### config.mk
export PLATFORM = sky130hd
export DESIGN_NAME = taskwait_requester
export DESIGN_NICKNAME = d
export VERILOG_FILES = /design/src/rtl/taskwait_requester.sv
export SDC_FILE = /design/constraint.sdc
export NUM_CORES = 1
export LEC_CHECK = 0
export BUFFER_PORTS_ARGS = -buffer_cell sky130_fd_sc_hd__buf_4
export CAP_MARGIN = 40
export CORE_ASPECT_RATIO = 1.2
export CORE_MARGIN = 2
export CORE_UTILIZATION = 40
export CTS_CLUSTER_DIAMETER = 60
export DETAILED_ROUTE_END_ITERATION = 7
export PLACE_DENSITY = 0.76
export REMOVE_ABC_BUFFERS = 1
export SLEW_MARGIN = 20
export SYNTH_ARGS = -nofsm -noshare
export SYNTH_HDL_FRONTEND = slang
export SYNTH_SLANG_ARGS = --single-unit
export TNS_END_PERCENT = 100
### constraint.sdc
create_clock -name clk -period 2.21 [get_ports clk]
set_input_delay 0.442 -clock clk [delete_from_list [all_inputs] [get_ports clk]]
set_output_delay 0.442 -clock clk [all_outputs]
set_load 0.01 [all_outputs]
### src/rtl/taskwait_requester.sv
// Taskwait requester: sends a two-beat taskwait request (header, parent task id)
// to the taskwait manager and waits for a wakeup. Optional watchdog: TW_TIMEOUT_EN.
module taskwait_requester #(
  parameter int ACC_BITS       = 4,
  parameter int ACC_ID         = 0,
  parameter int TIMEOUT_CYCLES = 1048576
) (
  input  logic                clk,
  input  logic                rst,
  input  logic                req_valid,
  output logic                req_ready,
  input  logic [31:0]         req_components,
  input  logic [63:0]         req_ptid,
  output logic                done,
  output logic                busy,
  output logic                error,
  output logic [63:0]         outStream_TDATA,
  output logic                outStream_TVALID,
  input  logic                outStream_TREADY,
  output logic [ACC_BITS-1:0] outStream_TID,
  input  logic [63:0]         inStream_TDATA,
  input  logic                inStream_TVALID,
  output logic                inStream_TREADY
);

  // OmpSsManager header layout for a taskwait request.
  localparam int INSTREAM_COMPONENTS_L = 32;
  localparam int INSTREAM_COMPONENTS_H = 63;
  localparam int TYPE_B                = 1;

  typedef enum logic [2:0] {
    ST_IDLE,
    ST_SEND_HEADER,
    ST_SEND_PTID,
    ST_WAIT_WAKEUP,
    ST_DONE
  } state_t;

  state_t      state_q, state_d;
  logic [63:0] ptid_q;
  logic [63:0] tdata_q;
  logic [63:0] header;
  logic        req_fire;
  logic        out_fire;
  logic        wake_fire;
  logic        timeout_hit;

  assign req_fire  = req_valid && req_ready;
  assign out_fire  = outStream_TVALID && outStream_TREADY;
  assign wake_fire = inStream_TVALID && inStream_TREADY;

  // Only the wakeup flag bit of the incoming beat carries meaning.
  logic unused_in_bits;
  assign unused_in_bits = ^inStream_TDATA[63:1];

  always_comb begin
    header = '0;
    header[INSTREAM_COMPONENTS_H:INSTREAM_COMPONENTS_L] = req_components;
    header[TYPE_B] = 1'b1;
  end

`ifdef TW_TIMEOUT_EN
  logic [31:0] wait_cnt_q;
  logic        error_q;

  assign timeout_hit = (state_q == ST_WAIT_WAKEUP) &&
                       (wait_cnt_q == 32'(TIMEOUT_CYCLES - 1));

  always_ff @(posedge clk or posedge rst) begin
    if (rst) begin
      wait_cnt_q <= '0;
      error_q    <= 1'b0;
    end else begin
      if (state_q != ST_WAIT_WAKEUP && state_d == ST_WAIT_WAKEUP)
        wait_cnt_q <= '0;
      else if (state_q == ST_WAIT_WAKEUP)
        wait_cnt_q <= wait_cnt_q + 32'd1;
      // A real wakeup in the same cycle wins; error only flags a true expiry.
      if (timeout_hit && !(wake_fire && inStream_TDATA[0]))
        error_q <= 1'b1;
    end
  end

  assign error = error_q;
`else
  localparam int unused_timeout_cycles = TIMEOUT_CYCLES;
  assign timeout_hit = 1'b0;
  assign error       = 1'b0;
`endif

  always_ff @(posedge clk or posedge rst) begin
    if (rst) state_q <= ST_IDLE;
    else     state_q <= state_d;
  end

  // NOTE: every always_comb output gets a default first so no path infers a latch.
  always_comb begin
    state_d = state_q;
    unique case (state_q)
      ST_IDLE: begin
        if (req_fire)
          state_d = (req_components != 32'd0) ? ST_SEND_HEADER : ST_DONE;
      end
      ST_SEND_HEADER: if (out_fire) state_d = ST_SEND_PTID;
      ST_SEND_PTID:   if (out_fire) state_d = ST_WAIT_WAKEUP;
      ST_WAIT_WAKEUP: begin
        if ((wake_fire && inStream_TDATA[0]) || timeout_hit)
          state_d = ST_DONE;
      end
      ST_DONE:        state_d = ST_IDLE;
      default:        state_d = ST_IDLE;
    endcase
  end

  // NOTE: datapath registers carry no reset; TVALID, derived from the reset
  // state, is what qualifies them.
  always_ff @(posedge clk) begin
    if (req_fire) begin
      ptid_q  <= req_ptid;
      tdata_q <= header;
    end else if (state_q == ST_SEND_HEADER && out_fire) begin
      tdata_q <= ptid_q;
    end
  end

  assign req_ready        = (state_q == ST_IDLE);
  assign busy             = (state_q != ST_IDLE);
  assign done             = (state_q == ST_DONE);
  assign outStream_TVALID = (state_q == ST_SEND_HEADER) || (state_q == ST_SEND_PTID);
  assign outStream_TDATA  = tdata_q;
  assign outStream_TID    = ACC_BITS'(ACC_ID);
  assign inStream_TREADY  = (state_q == ST_WAIT_WAKEUP);

endmodule

==> results.yml, run 1 <==
finish:
  multi_input_area_um2: 915.9
  fin_area_mm2: 0.006731
  seq_area_mm2: 0.003598
  stdcell_count: 666
  area_growth_syn_to_layout_pct: 42.97
  nFillCells: 922
  final_common_cell: "buf_4"
  final_cell_mix: "buf_4, edfxtp_1, nand2_1"
  final_nets: 661
  diodes: 0
  layout-drive-gt1-share_pct: 41.45
yosys:
  synth-simple-area-share_pct: 8.637
  synth_seq_cells: 131
  synth_top_area_share_pct: 61.23
  synth_async_sr_flop_share_pct: 2.290
  netlist_area_mm2: 0.004708
  yosys_most_used_dff: "edfxtp_1"
  synth-compound-area-share_pct: 10.02
  synth_top_family_by_area: "compound AO/OA/AOI/OAI gates"
  synth-seq-area-share_pct: 76.43
  synth.yosys.warnings: 0
  synthTopCellsByArea: "edfxtp_1, dfxtp_1, a22o_1, nand2_1, a21oi_1"
  synth_enable_flop_cells: 96
  syn_avg_cell_area_um2: 14.71
  synth_cells: 320
  synthMuxAreaShare_pct: 0.2126
  synth_top_area_cell: "edfxtp_1"
  synth_xor_area_share_pct: 0.1860
  yosys.area_share.adder_pct: 0
  ys_types: 28
timing:
  setup_viol: 0
  finalCritPeriodShare_pct: 85.70
  hold_slack_ps: 211.1
  report.final.hold_viol_count: 0
  drv_slew: 0
  skew_ps: 7.373
  min_period_ps: 1894
  rsz0062_at_grt: "no"
  setup_tns_ps: 0
  max_freq_ghz: 0.5280
floorplan:
  rows: 43
  die_w_um: 103.0
  die_area_mm2: 0.01266
  pin_count: 239
  die_y_um: 122.8
  coreArea_mm2: 0.01151
  start_util_pct: 40.89
run_status:
  status: "complete, no violations"
route:
  dr.first_iter.drc_count: 102
  vias_per_cell: 4.709
  via_count: 3136
  drc: 0
  dr.pass1.iters: 6
  drt-total-wl_um: 9928
  ant_nets: 0
  post_drt_wl_per_cell_um: 14.91
hold_path:
  hold_class: "in -> reg"
pwr:
  peakVddDrop_mv: 0.6836
  leakagePower_nw: 2.742
  p_per_area_mw_per_mm2: 1318
place:
  dp_cells: 633
  gp_congestion: 0.7794
  dp_hpwl_um: 6784
  port_buffers: 170
  post_dp_cell_area_mm2: 0.006120
clock_network:
  cts_inserted_buffers: 17
  clock_sinks: 131
  cts_tree: "done"
  ctsResizeCount: 0
  post_cts_buffers: 0
  clk_pin_slew_ps: 60
  cts_htree_levels: 4
  clk_path_buf_depth: 2
  clk_latency_ps: 400
  root_buffer: "clkbuf_16"
worst_setup_path:
  rr_worst_depth: 5
  endpoint: "busy"
  startpoint_type: "flop"
  startpoint: "state_q[0]"
  r2r-start: "state_q[0]"
  r2r_slack_ps: 420
  rr_endpoint: "outStream_TDATA[51]"
  crit_type: "reg -> out"
  critPathCaptureType: "primary output"
  critPathMaxFanout: 8
  crit_required_ps: 1770
  cp.arrival_ps: 1450
global_routing:
  antenna_found_initial: 0
  grt_max_degree: 65
  gr-usage-met1_pct: 17.51
  grt_pass1_wl_um: 14930
  grt_usage_pct: 15.85
  top_usage_layer: "met2"
  grt_util_met3_pct: 6.036
  grt_overflow: 0
  use_met2_pct: 27.03
  grt_pass1_vias: 3126
flow_run:
  maxCapViolations: 0
[worst min-delay path by stage]
stage	from	end	slack (ps)	cells past startpoint
2_1_floorplan	rst	state_q[0]	200	1
3_3_place_gp	rst	state_q[2]	320	2
3_5_place_dp	rst	state_q[1]	320	2
4_1_cts	req_ptid[28]	ptid_q[28]	190	1
5_1_grt	req_ptid[28]	ptid_q[28]	180	1
6_report	req_ptid[8]	ptid_q[8]	210	1
[Yosys cell counts (2+ instances only)]
master and n:
a21oi_1 32, a22o_1 32, buf_2 11, buf_4 5, buf_6 9, dfrtp_1 3
dfxtp_1 32, edfxtp_1 96, inv_1 3, nand2_1 67, nand3_1 2, nand4_1 2
nor2_1 4, nor4_1 8
[what timing repair did]
| action | 4_1_cts | 5_1_grt |
|---|---|---|
| hold buffers | 1 | 0 |
| hold endpoints to repair | 3 | 0 |
| setup endpoints to repair | 0 | 0 |
[logic make-up after synthesis]
kind of cell,after synthesis
DFF,131
and+or+nand+nor,89
AOI/OAI and AO/OA,68
buffers and inverters,29
xor gates and xnor gates,1
muxes,1
other,1
[stage by stage]
| step | setup slack, ps | util, % | total power [mW] |
|---|---|---|---|
| after global placement | 481.5 | 53.15 | 6.038 |
| after global routing | 228.0 | 58.47 | 9.317 |
| after floorplan | -322.6 | - | 4.845 |
| after CTS | 298.6 | 58.47 | 8.967 |
| after detailed placement | 446.7 | 53.15 | 6.130 |
| final | 315.9 | 58.47 | 8.871 |
[where the power goes]
part / switching (mW) / internal (mW) / total (mW)
Clock: 1.02 / 1.80 / 2.82
Sequential: 0.287 / 3.44 / 3.73
Combinational: 1.19 / 1.13 / 2.33
Total: 2.50 / 6.37 / 8.87
[registers in the layout, summed over array words and instances (netlist names)]
name	count
outStream_TDATA	64
ptid_q	64
state_q	3
[layer usage]
layer  vias to the layer above  wire length [µm]  share of wire, %
met3                        12               637               6.4
met1                      1475              3858                39
met4                         0               137               1.4
met2                       122              5294                53
li1                       1527                 -                 -
met5                         -                 0                 0
[critical path: stages, from the launching register on]
cell and delay, ps:
dfrtp_1 520, nor3_4 300, inv_1 80, buf_4 150
[area by class of cell]
cell class	instances	share of cell area [%]
repair buffers	178	20.82
well taps	157	2.918
multi-input cells	164	13.61
flip-flops and latches	131	53.46
clock buffers	19	6.580
clock inverters	13	2.361
inverters	4	0.2602
Note: power is estimated with default switching activity, not from simulation.
==> run 2: changes to the inputs <==
Settings changed: CELL_PAD_IN_SITES_DETAIL_PLACEMENT set to 0, CELL_PAD_IN_SITES_GLOBAL_PLACEMENT set to 1, CORE_UTILIZATION 40 to 31, PLACE_DENSITY 0.76 to 0.77.
==> run 2 against run 1 <==
- clock power is 3% lower
- core utilization is 13 points lower
- register-to-register slack better by 40 ps
- setup slack better by 47 ps
- critical path type unchanged
- first-iteration DRC count is 46% higher
- cell area is 0.19% higher
- via count is 0.77% higher
- largest cell class unchanged
- die area is 28% higher
==> results.yml, run 2 (synthesis gave the netlist of run 1 again) <==
run_status:
  status: "complete, no violations"
finish:
  layout-drive-gt1-share_pct: 40.75
  final_nets: 660
  final_common_cell: "buf_4"
  nFillCells: 1374
  diodes: 0
  finish.utilization_pct: 45.27
  stdcell_count: 712
  area_growth_syn_to_layout_pct: 43.24
  final_cell_mix: "buf_4, edfxtp_1, nand2_1"
pwr:
  finalPower_mw: 8.775
  switching_share_pct: 28.07
  intPower_mw: 6.312
  leakagePower_nw: 2.713
  p_per_area_mw_per_mm2: 1301
  power.switching_mw: 2.463
  seq_power_share_pct: 42.4
  peakVddDrop_mv: 0.6576
  p_clk_share_pct: 31.1
  combPwrFrac_pct: 26.5
timing:
  finalCritPeriodShare_pct: 83.60
  rsz0062_at_grt: "no"
  setup_viol: 0
  setup_tns_ps: 0
  drv_slew: 0
  min_period_ps: 1847
  skew_ps: 3.731
  max_freq_ghz: 0.5413
  report.final.hold_viol_count: 0
place:
  port_buffers: 170
  dp_cells: 679
  gp_congestion: 0.7015
  dp_hpwl_um: 7357
global_routing:
  grt_usage_pct: 12.97
  grt_max_degree: 75
  grt_pass1_vias: 3263
  grt_overflow: 0
  antenna_found_initial: 0
  grt_pass1_wl_um: 16060
clock_network:
  ctsResizeCount: 0
  root_buffer: "clkbuf_16"
  clk_pin_slew_ps: 60
  cts_htree_levels: 4
  cts_tree: "done"
  clk_path_buf_depth: 2
  clock_sinks: 131
  clk_latency_ps: 410
  cts_inserted_buffers: 17
route:
  drc: 0
  via_count: 3160
  post_drt_wl_per_cell_um: 14.71
  vias_per_cell: 4.438
  drt-total-wl_um: 10470
  dr.pass1.iters: 5
  ant_nets: 0
  dr.first_iter.drc_count: 149
hold_path:
  hold_class: "in -> reg"
floorplan:
  die_w_um: 116.5
  rows: 49
  die_area_mm2: 0.01619
  start_util_pct: 31.60
  pin_count: 239
  die_y_um: 139
  coreArea_mm2: 0.01490
worst_setup_path:
  cp.arrival_ps: 1410
  crit_type: "reg -> out"
  critPathCaptureType: "primary output"
  startpoint_type: "flop"
  critPathMaxFanout: 8
  crit_required_ps: 1770
flow_run:
  maxCapViolations: 0
[run 2: what timing repair did]
item,4_1_cts,5_1_grt
setup endpoints to repair,0,0
buffers inserted,0,0
endpoints found under the hold margin,3,0
hold buffers,1,0
[run 2: stage by stage]
step,area [µm²],hold WS [ps],worst slack [ps]
6_report,6744,208.0,362.5
5_1_grt,6744,186.6,278.0
4_1_cts,6744,184.0,324.6
3_5_place_dp,6158,335.6,442.1
3_3_place_gp,6158,328.5,470.8
2_1_floorplan,4529,195.6,-322.6
[run 2: worst max-delay path: stages (launching register included)]
cell and delay, ps:
dfrtp_1 500, nor3_4 290, inv_1 70, buf_4 140
[run 2: final timing paths]
kind	from	to	slack (ps)	cells after the start
max in group asynchronous	rst	state_q[1]	1600	3
hold / removal	req_ptid[61]	ptid_q[61]	210	1
hold reg to reg	outStream_TDATA[8]	outStream_TDATA[8]	450	2
setup reg to reg	state_q[1]	outStream_TDATA[39]	460	4
setup / recovery	state_q[0]	busy	360	3
min in group asynchronous	rst	state_q[2]	480	3
[run 2: power by group through the flow]
stage | combinational (mW) | clock (mW) | sequential [mW]
2_1_floorplan | 0.875 | 0 | 3.97
3_3_place_gp | 2.32 | 0 | 3.74
3_5_place_dp | 2.38 | 0 | 3.77
4_1_cts | 2.38 | 2.80 | 3.73
5_1_grt | 2.56 | 2.90 | 3.80
6_report | 2.33 | 2.73 | 3.72
[run 2: final cells by class]
class,instances,area [µm²],area share [%]
tap,204,255.2,3.785
clock inverter,12,138.9,2.059
sequential,131,3598,53.36
multi-input combinational,164,915.9,13.58
clock buffer,20,436.7,6.475
timing repair buffer,177,1381,20.48
inverter,4,17.52,0.2597
[run 2: per-layer routing]
layer  up-vias  global-route usage, %  wire [µm]
li1       1520                      -          -
met2       133                  21.82       5410
met3        12                  5.026        869
met1      1495                  14.50       4068
met5         -                      0          0
met4         0                  5.451        124
==> run 3: changes to the inputs <==
Settings changed: ABC_AREA set to 1, CORE_UTILIZATION 31 to 35, PLACE_DENSITY 0.77 to 0.82.
Clock period 2.21 ns to 1.9 ns, I/O delays scaled along.
==> run 3 against run 2 <==
- sequential share of layout area decreased by 0.62 points
- power increased by 26%
- clock skew decreased by 0.55 ps
- first-iteration DRC count decreased by 24%
- count of clock-buffer cells in the layout increased by 6
- critical path type unchanged
- highest routed layer unchanged
==> results.yml, run 3 <==
route:
  wl_met1_um: 4199
  wl_met3_um: 1037
  via_count: 3198
  top_layer: "met4"
  ant_nets: 0
  drt-total-wl_um: 10470
  met2_wirelength_um: 5085
  drc: 0
  vias_per_cell: 4.492
  dr.first_iter.drc_count: 113
  dr.pass1.iters: 4
  post_drt_wl_per_cell_um: 14.70
timing:
  skew_ps: 3.182
  report.final.hold_viol_count: 0
  min_period_ps: 1737
  drv_slew: 0
  slew-limit-headroom_pct: 65.67
  finalCritPeriodShare_pct: 91.43
  max_freq_ghz: 0.5756
  max_slew.worst_pin.slew_ps: 515.0
  rsz0062_at_grt: "no"
  setup_viol: 0
clock_network:
  ctsResizeCount: 0
  root_buffer: "clkbuf_16"
  post_cts_buffers: 0
  clk_latency_ps: 400
  cts_htree_levels: 4
  cts_inserted_buffers: 17
  clock_sinks: 131
  cts_hold_buf: 1
  clk_pin_slew_ps: 50
  cts_tree: "done"
  clk_path_buf_depth: 2
global_routing:
  grt_pass1_wl_um: 16740
  grt_max_degree: 53
  grt_pass1_vias: 3288
  grt_usage_pct: 14.72
  grt_overflow: 0
  antenna_found_initial: 0
place:
  port_buffers: 170
  dp_hpwl_um: 7202
  gp_congestion: 0.7634
floorplan:
  rows: 46
  die_area_mm2: 0.01469
  pin_count: 239
  coreArea_mm2: 0.01330
  die_w_um: 111.0
  die_y_um: 132.4
  start_util_pct: 36.15
yosys:
  netlist_area_mm2: 0.004806
  synth.most_common_cell: "edfxtp_1"
  synthTopCellsByCount: "edfxtp_1, nor2_1, a22o_1, dfxtp_1, nor2_2"
  syn_avg_cell_area_um2: 13.81
  synth_cells: 348
  ys_types: 21
  synth-seq-area-share_pct: 74.88
  synth.yosys.warnings: 0
  synth_top_area_cell: "edfxtp_1"
  synthTopCellsByArea: "edfxtp_1, dfxtp_1, a22o_1, nor2_1, nor2_2"
  yosys_most_used_dff: "edfxtp_1"
  synth_async_sr_flop_share_pct: 2.290
  synth_seq_cells: 131
  synth_enable_flop_cells: 96
  synth_top_area_share_pct: 59.98
run_status:
  status: "complete, no violations"
worst_setup_path:
  cp.arrival_ps: 1360
  startpoint_type: "flop"
  crit_path_max_incr_delay_ps: 420
  critPathMaxFanout: 4
  cp_cell_sequence: "nor2_2 > nand2_2 > inv_1 > buf_4"
  crit_slowest_cell: "dfrtp_1"
  crit_type: "reg -> out"
  crit_required_ps: 1520
  critPathCaptureType: "primary output"
pwr:
  power.switching_mw: 3.247
  leakagePower_nw: 2.852
  p_per_area_mw_per_mm2: 1626
  finalPower_mw: 11.10
  peakVddDrop_mv: 0.8653
  intPower_mw: 7.848
  combPwrFrac_pct: 29.7
  p_clk_share_pct: 28.6
  switching_share_pct: 29.27
  seq_power_share_pct: 41.8
finish:
  final_common_cell: "buf_4"
  area_growth_syn_to_layout_pct: 41.97
  final_cell_mix: "buf_4, edfxtp_1, nor2_1, a22o_1, dfxtp_1"
  final_nets: 695
  finish.utilization_pct: 51.32
  layout-drive-gt1-share_pct: 44.20
flow_run:
  maxCapViolations: 0
hold_path:
  hold_class: "in -> reg"
run 3: cell count changes after synthesis, moves of 4 or more:
cell and delta:
nor2_1 +52, nand2_1 -39, a21oi_1 -31, nor2_2 +29, o21ai_0 +20, o21ai_1 +10
nor4_1 -8, buf_2 -4
run 3: final timing paths:
path                              from                   to  slack (ps)  cells after the start
setup / recovery            state_q[0]            req_ready         160                      4
hold / removal             req_ptid[2]            ptid_q[2]         150                      1
setup reg to reg            state_q[0]  outStream_TDATA[45]         290                      6
hold reg to reg             ptid_q[16]  outStream_TDATA[16]         480                      2
max in group asynchronous          rst           state_q[1]        1350                      3
min in group asynchronous          rst           state_q[0]         410                      3
run 3: worst max-delay path, delay by kind of cell, from the launching register on:
kind                   cells  cell delay [ps]
flip-flops                 1              420
AND/OR/NAND/NOR            2              290
buffers and inverters      2              240
run 3: power by group through the flow:
stage,sequential [mW],combinational [mW],clock [mW]
after floorplan,4.97,1.31,0
after global placement,4.66,3.27,0
after detailed placement,4.69,3.34,0
after CTS,4.65,3.37,3.25
after global routing,4.74,3.63,3.40
final,4.64,3.29,3.17
run 3: kinds of logic (layout without fill, tap and decap cells):
group                  Yosys count  count (layout)  synth area share, %
AND/OR/NAND/NOR                121             121                11.66
flip-flops                     131             131                74.88
buffers and inverters           31             222                4.218
other                            1               6              0.07803
AO/OA/AOI/OAI                   64              64                9.164
run 3: metrics by stage:
step	std cells	setup TNS, ps	hold slack [ps]	setup WS [ps]	area (µm²)
finish	712	0	147.2	162.8	6823
floorplan	331	-133750	133.6	-1781	4658
CTS	711	0	126.4	144.0	6820
global placement	678	0	258.9	330.2	6237
global route	711	0	121.0	60.29	6820
detailed placement	678	0	267.3	284.3	6237
run 3: routing by layer:
layer	global-route usage, %	vias up
li1	-	1590
met1	16.78	1468
met2	23.79	129
met3	7.632	11
met4	5.208	0
met5	0	-
run 3: cell type report:
cell class | count | area (µm²)
clock buffers | 26 | 469.2
well taps | 168 | 210.2
repair buffers | 180 | 1379
flip-flops and latches | 131 | 3598
fillers | 1128 | 6472
clock inverters | 6 | 103.9
inverters | 10 | 40.04
multi-input cells | 190 | 1020
diodes | 1 | 2.502
